## config.mk

```make
export PLATFORM = sky130hd
export DESIGN_NAME = stln_fit
export DESIGN_NICKNAME = d
export VERILOG_FILES = /design/src/rtl/stln_pkg.sv /design/src/rtl/stln_fit_derive.sv /design/src/rtl/stln_fit.sv
export SDC_FILE = /design/constraint.sdc
export NUM_CORES = 1
export LEC_CHECK = 0
export ABC_AREA = 1
export CORE_MARGIN = 3
export CORE_UTILIZATION = 40
export DETAILED_ROUTE_END_ITERATION = 7
export GPL_ROUTABILITY_DRIVEN = 0
export PLACE_DENSITY = 0.56
export SYNTH_ARGS = -nofsm -noshare
export SYNTH_HDL_FRONTEND = slang
export SYNTH_SLANG_ARGS = --single-unit
```

## constraint.sdc

```tcl
create_clock -name clk -period 5.2 [get_ports clk]
set_clock_uncertainty 0.1 [all_clocks]
set_input_delay 0.52 -clock clk [delete_from_list [all_inputs] [get_ports clk]]
set_output_delay 0.52 -clock clk [all_outputs]
set_load 0.005 [all_outputs]
```

## src/rtl/stln_pkg.sv

```systemverilog
// rtl/stln_pkg.sv - shared widths and FSM states for the straight-line generator/fitter pair
package stln_pkg;

    localparam int STLN_W_Y = 32;
    localparam int STLN_W_P = 8;

    typedef enum logic [1:0] {
        S_WAIT1 = 2'd0,
        S_WAIT2 = 2'd1,
        S_TRACK = 2'd2,
        S_ERR   = 2'd3
    } stln_state_e;

endpackage

```

## src/rtl/stln_fit_derive.sv

```systemverilog
// rtl/stln_fit_derive.sv - combinational slope/intercept recovery from the first two samples
module stln_fit_derive #(
    parameter int W_Y = 32,
    parameter int W_P = 8
) (
    input  logic [W_Y-1:0] y,
    input  logic [W_Y-1:0] y1,
    output logic [W_P-1:0] d,
    output logic [W_P-1:0] cc,
    output logic           fit_ok
);

    logic [W_Y-1:0] d_full;
    logic [W_Y-1:0] cc_full;

    // slope is the first difference, intercept steps back one x from y1
    always_comb begin
        d_full  = y - y1;
        cc_full = y1 - d_full;
    end

    // only the low W_P bits are meaningful once the range check passes
    assign d      = d_full[W_P-1:0];
    assign cc     = cc_full[W_P-1:0];
    assign fit_ok = (d_full[W_Y-1:W_P] == '0) && (cc_full[W_Y-1:W_P] == '0);

endmodule

```

## src/rtl/stln_fit.sv

```systemverilog
// rtl/stln_fit.sv - line parameter recovery and tracking; STLN_FIT_RESYNC_EN turns faults into resync pulses
module stln_fit
    import stln_pkg::*;
#(
    parameter int W_Y         = STLN_W_Y,
    parameter int W_P         = STLN_W_P,
    parameter int LOCK_CHECKS = 2
) (
    input  logic           clk,
    input  logic           rst_n,
    input  logic           ce,
    input  logic [W_Y-1:0] y,
    output logic [W_P-1:0] m,
    output logic [W_P-1:0] c,
    output logic           params_valid,
    output logic           locked,
    output logic           err,
    output logic [W_Y-1:0] y_pred,
    output logic [15:0]    n_samples
);

    localparam logic [3:0] CHK_MAX = 4'(LOCK_CHECKS);

    stln_state_e    state;
    logic [W_Y-1:0] y1_r;
    logic [W_Y-1:0] y_pred_r;
    logic [W_P-1:0] m_r;
    logic [W_P-1:0] c_r;
    logic           pv_r;
    logic           lk_r;
    logic           err_r;
    logic [15:0]    n_r;
    logic [3:0]     chk_r;

    logic [W_P-1:0] d;
    logic [W_P-1:0] cc;
    logic           fit_ok;
    logic [W_Y-1:0] m_ext;
    logic [W_Y-1:0] d_ext;

    stln_fit_derive #(
        .W_Y (W_Y),
        .W_P (W_P)
    ) u_derive (
        .y      (y),
        .y1     (y1_r),
        .d      (d),
        .cc     (cc),
        .fit_ok (fit_ok)
    );

    assign m_ext = {{(W_Y-W_P){1'b0}}, m_r};
    assign d_ext = {{(W_Y-W_P){1'b0}}, d};

    // accepted-sample counter runs in every state and saturates
    always_ff @(posedge clk or negedge rst_n) begin
        if (!rst_n) begin
            n_r <= 16'd0;
        end else if (ce && (n_r != 16'hFFFF)) begin
            n_r <= n_r + 16'd1;
        end
    end

    // derive m/c from the first two samples, then track the prediction
    always_ff @(posedge clk or negedge rst_n) begin
        if (!rst_n) begin
            state    <= S_WAIT1;
            y1_r     <= '0;
            y_pred_r <= '0;
            m_r      <= '0;
            c_r      <= '0;
            pv_r     <= 1'b0;
            lk_r     <= 1'b0;
            err_r    <= 1'b0;
            chk_r    <= 4'd0;
        end else if (ce) begin
`ifdef STLN_FIT_RESYNC_EN
            err_r <= 1'b0;
`endif
            case (state)
                S_WAIT1: begin
                    y1_r  <= y;
                    state <= S_WAIT2;
                end
                S_WAIT2: begin
                    if (!fit_ok) begin
                        err_r <= 1'b1;
`ifdef STLN_FIT_RESYNC_EN
                        state <= S_WAIT1;
`else
                        state <= S_ERR;
`endif
                    end else begin
                        m_r      <= d;
                        c_r      <= cc;
                        pv_r     <= 1'b1;
                        y_pred_r <= y + d_ext;
                        chk_r    <= 4'd0;
                        state    <= S_TRACK;
                    end
                end
                S_TRACK: begin
                    if (y == y_pred_r) begin
                        y_pred_r <= y_pred_r + m_ext;
                        if (chk_r < CHK_MAX) chk_r <= chk_r + 4'd1;
                        if (chk_r >= CHK_MAX - 4'd1) lk_r <= 1'b1;
                    end else begin
                        err_r <= 1'b1;
                        lk_r  <= 1'b0;
`ifdef STLN_FIT_RESYNC_EN
                        // the offending sample becomes x=1 of a fresh fit
                        pv_r  <= 1'b0;
                        chk_r <= 4'd0;
                        y1_r  <= y;
                        state <= S_WAIT2;
`else
                        state <= S_ERR;
`endif
                    end
                end
                default: begin
                end
            endcase
        end
    end

    assign m            = m_r;
    assign c            = c_r;
    assign params_valid = pv_r;
    assign locked       = lk_r;
    assign err          = err_r;
    assign y_pred       = y_pred_r;
    assign n_samples    = n_r;

endmodule

```

==> results of run 1 <==
==> through the flow <==
step | std cells | power [mW] | hold slack [ns] | setup slack, ns
2_1_floorplan | 1805 | 6.76 | 0.124 | 0.908
3_3_place_gp | 2492 | 11.0 | 0.349 | -0.291
3_5_place_dp | 2492 | 11.1 | 0.350 | -0.316
4_1_cts | 2508 | 11.9 | 0.135 | 0.0416
5_1_grt | 2512 | 13.6 | 0.151 | -0.0873
6_report | 2512 | 12.4 | 0.103 | 0.174
==> per-layer routing <==
metal / global-route usage [%] / vias to the layer above / part of all wire, %
li1: - / 6560 / -
met1: 36.0 / 6057 / 47
met2: 42.5 / 378 / 45
met3: 2.61 / 84 / 4.3
met4: 9.15 / 0 / 3.7
met5: 0 / - / 0
==> area by class of cell <==
type / count / area (um2) / share of cell area (%)
multi-input combinational: 1423 / 7910 / 52.0
timing repair buffer: 357 / 3020 / 19.8
sequential: 105 / 2630 / 17.3
inverter: 239 / 897 / 5.90
tap: 372 / 465 / 3.06
clock buffer: 10 / 229 / 1.51
clock inverter: 6 / 62.6 / 0.411
==> registers in the layout, summed over array words and instances (netlist names) <==
name and flops:
y1_r 32, y_pred 32, n_samples 16, c 8, m 8, chk_r 4, state 2, err 1
locked 1, params_valid 1
==> power breakdown <==
| part | total, mW | switching [mW] | leakage [nW] | internal [mW] |
|---|---|---|---|---|
| sequential | 1.55 | 0.450 | 1.30 | 1.10 |
| combinational | 10.1 | 5.42 | 6.37 | 4.72 |
| clock | 0.706 | 0.367 | 0.142 | 0.338 |
| total | 12.4 | 6.24 | 7.81 | 6.15 |
==> cell families (layout without fill, tap and decap cells) <==
| logic type | after synthesis | count (layout) |
|---|---|---|
| xor gates and xnor gates | 73 | 73 |
| DFF | 105 | 105 |
| and+or+nand+nor | 1004 | 1004 |
| adders and majority gates | 89 | 89 |
| AOI/OAI and AO/OA | 257 | 257 |
| buffers and inverters | 277 | 612 |
==> worst max-delay path by stage <==
stage | slack, ns | to
floorplan | 0.91 | y_pred[8]
global placement | -0.29 | y_pred[27]
detailed placement | -0.32 | y_pred[10]
CTS | 0.04 | y_pred[13]
global route | -0.09 | y_pred[29]
finish | 0.17 | y_pred[13]
==> synthesized netlist by cell type (all sizes together) <==
cell type	instances
nand2	556
inv	239
nor2	186
nand3	129
dfrtp	105
a21oi	104
o21ai	99
ha	85
nand4	63
xor2	40
nor3	33
xnor2	33
clkbuf	22
buf	16
nand3b	14
o21bai	9
nor4	8
o2111ai	8
or2	8
a31oi	7
o22ai	6
a21boi	5
a21o	5
a211oi	4
fa	4
o211ai	4
and2	2
and3	2
o21a	2
nor3b	1
nor4b	1
o221a	1
o221ai	1
o31ai	1
o32ai	1
or4	1
==> layout by cell type (no fill, tap or decap), types with 70 or more instances in the layout <==
master / instances
ha_1: 70
dfrtp_1: 105
nand2_1: 542
clkdlybuf4s50_1: 95
buf_4: 250
nor2_1: 177
a21oi_1: 86
o21ai_0: 95
inv_1: 231
nand3_1: 115
==> what timing repair did <==
item	4_1_cts	5_1_grt
gates resized for setup	0	67
endpoints found under the setup margin	0	55
setup buffers	0	1
==> flow_metrics.py, run 1 <==
metrics = {
    "floorplan": {
        "dieArea_um2": 30200,
        "initial_utilization_pct": 41.2,
        "fp.dieW_um": 174,
        "ioPinCount": 102,
        "num_rows": 60,
        "design.core.area_um2": 27300,
        "dieHeight_um": 174,
    },
    "global_routing": {
        "grt_max_degree": 65,
        "grt_pass1_wl_um": 63900,
        "grt_overflow": 0,
        "grt_pass1_vias": 12400,
        "grt_usage_pct": 26.1,
        "antenna_found_initial": 0,
    },
    "critical_path": {
        "critPathLaunchType": "input pin",
        "cp_top_family": "simple AND/OR/NAND/NOR gates",
        "cp.depth": 29,
        "regToRegEndpoint": "y_pred[13]",
        "slowest_stage": "clkdlybuf4s50_1",
        "crit_path_max_incr_delay_ns": 0.49,
        "crit_path_end_kind": "flop",
        "cpMostUsedCell": "nand2_1",
        "path_class": "input pin to flop",
        "r2r-start": "y1_r[18]",
        "path_max_fanout": 8,
        "cp.arrival_ns": 5.18,
        "critPathRequiredTime_ns": 5.36,
        "crit_path_start": "y[18]",
        "reg2reg_setup_slack_ns": 0.40,
        "rr_worst_depth": 29,
        "critPathBufInv": 6,
    },
    "route": {
        "vias": 13100,
        "wl_per_cell_um": 16.3,
        "postRouteWirelength_um": 40900,
        "drt-initial-drc-count": 970,
        "postRouteAntennaNets": 0,
        "viasPerCell": 5.21,
        "drc_errors": 0,
        "drt-pass1-iter-count": 7,
    },
    "sta": {
        "slew_violations": 0,
        "fin_crit_ns": 5.03,
        "finalHoldViolCount": 0,
        "max-slew-margin-rel_pct": 29.1,
        "worst_pin_slew_ns": 1.06,
        "finalCritPeriodShare_pct": 96.7,
        "max_freq_mhz": 199,
        "finalSetupViolations": 0,
        "fin_setup_tns_ns": 0,
    },
    "pwr": {
        "power.leakage_nw": 7.81,
        "max-vdd-ir-drop_mv": 0.327,
        "cellPowerDensity_nw_per_um2": 815,
    },
    "min_path": {
        "min_path_type": "input pin to async pin",
    },
    "synth": {
        "synth_top_family_by_area": "simple AND/OR/NAND/NOR gates",
        "avgSynthCellArea_um2": 6.24,
        "yosysWarnings": 0,
        "synthMuxAreaShare_pct": 0,
        "synth_top_area_share_pct": 23.3,
        "ys_types": 49,
        "synth_compound_area_share_pct": 12.8,
        "ys_seq_elements": 105,
        "syn_nets": 1929,
        "synthAdderAreaFrac_pct": 10.1,
        "synthTopCellsByArea": "dfrtp_1, nand2_1, ha_1",
        "syn_inst": 1805,
        "synth-simple-area-share_pct": 38.4,
        "syn_area_um2": 11300,
        "synth_top_cell_by_area": "dfrtp_1",
        "synth-seq-area-share_pct": 23.3,
        "synth-xor-area-share_pct": 5.67,
    },
    "placed_design": {
        "post_dp_cell_area_um2": 14500,
        "dp_hpwl_um": 32500,
        "io_buffer_count": 101,
    },
    "clock_network": {
        "clk_transition_reported_paths_ns": 0.09,
        "clock-sinks": 105,
        "ctsRootBufferMaster": "clkbuf_16",
        "cts_tree": "built",
        "postCtsHoldBufs": 0,
        "clock_path_buffers": 2,
        "clk_latency_ns": 0.37,
        "cts_buffers": 9,
        "htreeDepth": 3,
    },
    "layout": {
        "final_net_count": 2259,
        "syn_to_final_growth_pct": 34.9,
        "drive_gt1_share_pct": 17.1,
        "diodes": 0,
        "design_area_um2": 15200,
        "final_util_pct": 55.6,
        "fillers": 2836,
    },
    "status": {
        "status": "finished, final reports clean",
    },
    "flow_run": {
        "max-cap-violations": 0,
    },
}
Note: power is estimated with default switching activity, not from simulation.
==> inputs of run 2 (changes only) <==
--- a/config.mk
+++ b/config.mk
@@ -7,10 +7,11 @@
 export LEC_CHECK = 0
 export ABC_AREA = 1
 export CORE_MARGIN = 3
-export CORE_UTILIZATION = 40
+export CORE_UTILIZATION = 55
+export CTS_BUF_LIST = sky130_fd_sc_hd__clkbuf_8
 export DETAILED_ROUTE_END_ITERATION = 7
 export GPL_ROUTABILITY_DRIVEN = 0
-export PLACE_DENSITY = 0.56
+export PLACE_DENSITY = 0.74
 export SYNTH_ARGS = -nofsm -noshare
 export SYNTH_HDL_FRONTEND = slang
 export SYNTH_SLANG_ARGS = --single-unit
==> constraint.sdc (replaced) <==
create_clock -name clk -period 5.6 [get_ports clk]
set_clock_uncertainty 0.1 [all_clocks]
set_input_delay 0.56 -clock clk [delete_from_list [all_inputs] [get_ports clk]]
set_output_delay 0.56 -clock clk [all_outputs]
set_load 0.005 [all_outputs]
==> run 2 against run 1 <==
Effect of this change: largest cell class unchanged; register-to-register slack improved by 0.20 ns; largest power group unchanged; first-iteration DRC count rose by 19%; die area fell by 26%; non-clock buffer count fell by 210; via count fell by 4.5%; critical path depth fell by 3; flip-flop and latch count did not move; cell count fell by 13%; final area fell by 14%; clock power fell by 30%; core utilization rose by 10 points; clock-buffer cell count fell by 1.
==> flow_metrics.py, run 2 (synthesized netlist as in run 1, its figures left out) <==
metrics = {
    "sta": {
        "max-slew-margin-rel_pct": 30.9,
        "grt_setup_unrepaired": "no",
        "layout_setup_ws_ns": 0.399,
        "finalCritPeriodShare_pct": 92.9,
        "worst_pin_slew_ns": 1.03,
        "max_freq_mhz": 192,
        "fin_setup_tns_ns": 0,
        "slew_violations": 0,
        "finalHoldViolCount": 0,
        "finalSetupViolations": 0,
        "fin_crit_ns": 5.20,
    },
    "clock_network": {
        "cts_tree": "built",
        "clock-sinks": 105,
        "clock_path_buffers": 2,
        "clk_transition_reported_paths_ns": 0.12,
        "clk_latency_ns": 0.40,
        "cts_buffers": 9,
        "htreeDepth": 3,
        "ctsRootBufferMaster": "clkbuf_8",
    },
    "critical_path": {
        "critPathLaunchType": "input pin",
        "critPathRequiredTime_ns": 5.84,
        "path_max_fanout": 14,
        "cp_top_family": "simple AND/OR/NAND/NOR gates",
        "crit_path_max_incr_delay_ns": 0.50,
        "cpMostUsedCell": "nand2_1",
        "critPathBufInv": 3,
        "cp.arrival_ns": 5.44,
        "path_class": "input pin to flop",
        "slowest_stage": "clkdlybuf4s50_1",
        "crit_path_end_kind": "flop",
    },
    "route": {
        "wl_per_cell_um": 16.2,
        "drt-pass1-iter-count": 6,
        "postRouteWirelength_um": 35500,
        "postRouteAntennaNets": 0,
        "vias": 12500,
        "drt-initial-drc-count": 1156,
        "drc_errors": 0,
        "viasPerCell": 5.69,
    },
    "floorplan": {
        "dieHeight_um": 149,
        "initial_utilization_pct": 57.0,
        "fp.dieW_um": 149,
        "design.core.area_um2": 19800,
        "ioPinCount": 102,
        "num_rows": 51,
        "dieArea_um2": 22200,
    },
    "placed_design": {
        "place_ws_ns": 0.0584,
        "dp_hpwl_um": 28300,
        "io_buffer_count": 101,
    },
    "global_routing": {
        "antenna_found_initial": 0,
        "grt_pass1_wl_um": 57700,
        "grt_max_degree": 65,
        "grt_overflow": 0,
        "grt_usage_pct": 32.2,
        "grt_pass1_vias": 11500,
    },
    "flow_run": {
        "max-cap-violations": 0,
    },
    "min_path": {
        "min_path_type": "input pin to async pin",
    },
    "pwr": {
        "power.leakage_nw": 6.68,
        "cellPowerDensity_nw_per_um2": 685,
        "max-vdd-ir-drop_mv": 0.351,
    },
    "layout": {
        "diodes": 0,
        "final_cell_mix": "nand2_1, inv_1, nor2_1",
        "drive_gt1_share_pct": 5.60,
        "syn_to_final_growth_pct": 15.5,
        "final_common_cell": "nand2_1",
        "final_net_count": 2049,
        "final_util_pct": 65.8,
    },
    "status": {
        "status": "finished, final reports clean",
    },
}
## run 2: cell count changes in the layout (fill, tap and decap cells not counted), sizes merged
cell           previous run  this run
clkbuf                   12         9
inv                     241       243
clkinv                    4         3
dlymetal6s2s              4         0
clkdlybuf4s50            95        99
buf                     256        48
## run 2: layer usage
layer | vias to the layer above | GRT usage (%) | part of all wire (%)
met5 | - | 0 | 0
met4 | 0 | 12.8 | 4.3
met3 | 101 | 5.59 | 8.1
met2 | 558 | 49.6 | 44
met1 | 5679 | 45.2 | 44
li1 | 6153 | - | -
## run 2: final timing paths
| check | startpoint | end | slack [ns] | depth (start not counted) |
|---|---|---|---|---|
| min in group clk | params_valid | params_valid | 0.38 | 2 |
| min reg2reg | params_valid | params_valid | 0.38 | 2 |
| max in group asynchronous | rst_n | y_pred[28] | 4.19 | 2 |
| max | y[16] | m[2] | 0.40 | 26 |
| max reg2reg | y1_r[10] | m[2] | 0.60 | 26 |
| min | rst_n | m[2] | 0.09 | 1 |
## run 2: worst register-to-register path: stages (launching register included)
cell and delay (ns):
dfrtp_1 0.45, inv_1 0.13, ha_1 0.42, nand2_1 0.10, nor2_1 0.18, inv_1 0.08, o21ai_0 0.21, nand2_1 0.12
nand4_1 0.14, nand2_1 0.12, ha_1 0.36, a21oi_1 0.28, o21ai_0 0.20, a21oi_1 0.26, nor2_1 0.09, a211oi_1 0.30
nand2_1 0.09, nand2_1 0.08, nand2_1 0.05, nor2_1 0.16, nand3_1 0.09, nor2_1 0.12, nand3_1 0.20, nor2_2 0.20
buf_12 0.17, nand3_1 0.11, nand2_1 0.12
## run 2: final cells by class
type                            count  area, um2
Multi-Input combinational cell   1423       7570
Fill cell                        1856       6760
Sequential cell                   105       2630
Timing Repair Buffer              147       1390
Tap cell                          265        332
Inverter                          239        897
Clock buffer                        9        124
Clock inverter                      7       83.8
## run 2: power breakdown
part / total, mW / internal, mW / switching (mW) / leakage, nW
registers: 1.42 / 1.02 / 0.404 / 1.30
logic: 7.00 / 2.56 / 4.44 / 5.28
clock network: 0.496 / 0.180 / 0.316 / 0.104
total: 8.91 / 3.76 / 5.16 / 6.68
## run 2: stage by stage
stage          hold WS, ns  power [mW]  area (um2)  instances
2_1_floorplan        0.164        6.28       11300       1805
3_3_place_gp         0.349        8.14       12800       2179
3_5_place_dp         0.355        8.23       12800       2179
4_1_cts              0.116        8.78       13000       2195
5_1_grt              0.134        9.88       13000       2195
6_report            0.0859        8.91       13000       2195
## run 2: repair_timing
item	CTS	global route
setup endpoints to repair	0	46
hold endpoints to repair	0	0
buffers inserted	0	0
hold buffers	0	0
resized for setup	0	4
==> inputs of run 3 (changes only) <==
--- a/config.mk
+++ b/config.mk
@@ -12,6 +12,7 @@
 export DETAILED_ROUTE_END_ITERATION = 7
 export GPL_ROUTABILITY_DRIVEN = 0
 export PLACE_DENSITY = 0.74
+export REMOVE_ABC_BUFFERS = 1
 export SYNTH_ARGS = -nofsm -noshare
 export SYNTH_HDL_FRONTEND = slang
 export SYNTH_SLANG_ARGS = --single-unit
==> run 3 against run 2 <==
Effect of this change: total power is 0.71% lower; flip-flop and latch count stayed put; global-route usage is 0.083 points lower; sequential share of layout area is 0.066 points higher; worst hold slack worse by 0.053 ns; first-iteration DRC count is 17% higher; clock-buffer cell count stayed put; final area is 0.33% lower; largest cell class unchanged; largest power group unchanged.
==> flow_metrics.py, run 3 (synthesized netlist as in run 1, its figures left out) <==
metrics = {
    "status": {
        "status": "finished, final reports clean",
    },
    "clock_network": {
        "ctsRootBufferMaster": "clkbuf_8",
        "clock-sinks": 105,
        "clk_latency_ns": 0.40,
        "clock_path_buffers": 2,
        "clk_transition_reported_paths_ns": 0.12,
        "postCtsHoldBufs": 0,
        "htreeDepth": 3,
        "cts_tree": "built",
        "ctsResizeCount": 0,
        "cts_buffers": 9,
        "cts_setup_buffers": 0,
    },
    "placed_design": {
        "io_buffer_count": 101,
        "dp_hpwl_um": 28500,
        "post_dp_cell_area_um2": 12700,
    },
    "floorplan": {
        "num_rows": 51,
        "ioPinCount": 102,
        "dieHeight_um": 149,
        "fp.dieW_um": 149,
        "design.core.area_um2": 19800,
        "initial_utilization_pct": 57.0,
        "dieArea_um2": 22200,
    },
    "sta": {
        "max-slew-margin-rel_pct": 32.1,
        "slew_violations": 0,
        "max_freq_mhz": 192,
        "fin_crit_ns": 5.21,
        "finalSetupViolations": 0,
        "finalCritPeriodShare_pct": 93.1,
        "finalHoldViolCount": 0,
        "worst_pin_slew_ns": 1.01,
    },
    "route": {
        "drt-pass1-iter-count": 6,
        "postRouteWirelength_um": 35500,
        "wl_per_cell_um": 16.2,
        "postRouteAntennaNets": 0,
        "drc_errors": 0,
        "drt-initial-drc-count": 1352,
        "viasPerCell": 5.68,
        "vias": 12400,
    },
    "critical_path": {
        "cpMostUsedCell": "nand2_1",
        "rr_worst_depth": 31,
        "slowest_stage": "clkdlybuf4s50_1",
        "r2r-start": "y1_r[10]",
        "path_class": "input pin to flop",
        "cp.arrival_ns": 5.42,
        "critPathRequiredTime_ns": 5.80,
        "regToRegEndpoint": "chk_r[2]",
        "path_max_fanout": 37,
        "critPathLaunchType": "input pin",
        "crit_path_max_incr_delay_ns": 0.50,
        "reg2reg_setup_slack_ns": 0.54,
        "crit_path_end_kind": "flop",
    },
    "global_routing": {
        "antenna_found_initial": 0,
        "grt_pass1_vias": 11600,
        "grt_pass1_wl_um": 57900,
        "grt_usage_pct": 32.1,
        "grt_overflow": 0,
        "grt_max_degree": 65,
    },
    "layout": {
        "syn_to_final_growth_pct": 15.1,
        "design_area_um2": 13000,
        "drive_gt1_share_pct": 5.36,
        "final_common_cell": "nand2_1",
        "final_net_count": 2041,
        "diodes": 0,
        "final_cell_mix": "nand2_1, inv_1, nor2_1",
    },
    "pwr": {
        "max-vdd-ir-drop_mv": 0.287,
        "power.total_mw": 8.85,
        "power.leakage_nw": 6.65,
        "cellPowerDensity_nw_per_um2": 682,
    },
    "min_path": {
        "min_path_type": "input pin to async pin",
    },
    "flow_run": {
        "max-cap-violations": 0,
    },
}
run 3: cell types whose count changed in the layout (fill, tap and decap cells not counted), moves of 2 or more:
| cell | before | now |
|---|---|---|
| clkinv_8 | 3 | 1 |
| buf_4 | 44 | 36 |
| a21oi_1 | 100 | 98 |
| a21oi_2 | 3 | 5 |
run 3: through the flow:
stage / cells / TNS, ns / util [%] / worst slack [ns] / hold WS, ns
floorplan: 1767 / 0 / - / 0.665 / 0.164
global placement: 2171 / 0 / 64.4 / 0.140 / 0.345
detailed placement: 2171 / 0 / 64.4 / 0.0526 / 0.359
CTS: 2187 / 0 / 65.4 / 0.480 / 0.0516
global route: 2187 / -0.0601 / 65.6 / -0.0243 / 0.0638
finish: 2187 / 0 / 65.6 / 0.385 / 0.0328
run 3: how the worst max path moves through the flow:
| stage | start | end | slack, ns | cells past startpoint |
|---|---|---|---|---|
| 2_1_floorplan | y[0] | y_pred[0] | 0.67 | 31 |
| 3_3_place_gp | y[11] | chk_r[2] | 0.14 | 27 |
| 3_5_place_dp | y[0] | chk_r[2] | 0.05 | 34 |
| 4_1_cts | y[0] | chk_r[1] | 0.48 | 34 |
| 5_1_grt | y[0] | chk_r[1] | -0.02 | 33 |
| 6_report | y[7] | chk_r[2] | 0.39 | 32 |
run 3: power breakdown:
group | switching (mW) | total [mW] | internal, mW
Clock | 0.307 | 0.523 | 0.216
Sequential | 0.394 | 1.41 | 1.02
Combinational | 4.41 | 6.92 | 2.51
run 3: metal layers:
layer  part of all wire [%]  vias to the layer above  track usage, %
met4                    5.1                        0            15.3
met2                     42                      580            48.2
met3                    7.3                      109            3.25
met1                     46                     5603            46.6
li1                       -                     6132               -
met5                      0                        -               0
run 3: critical path, delay by kind of cell:
family,cells,cell delay (ns)
fa+ha+maj,2,0.76
buf+inv,3,0.75
compound gates,6,1.26
simple gates,21,2.06
run 3: cell type report:
| cell class | count | area [um2] |
|---|---|---|
| Tap cell | 265 | 332 |
| Clock inverter | 7 | 86.3 |
| Clock buffer | 9 | 124 |
| Fill cell | 1872 | 6810 |
| Multi-Input combinational cell | 1423 | 7580 |
| Inverter | 239 | 897 |
| Timing Repair Buffer | 139 | 1330 |
| Sequential cell | 105 | 2630 |
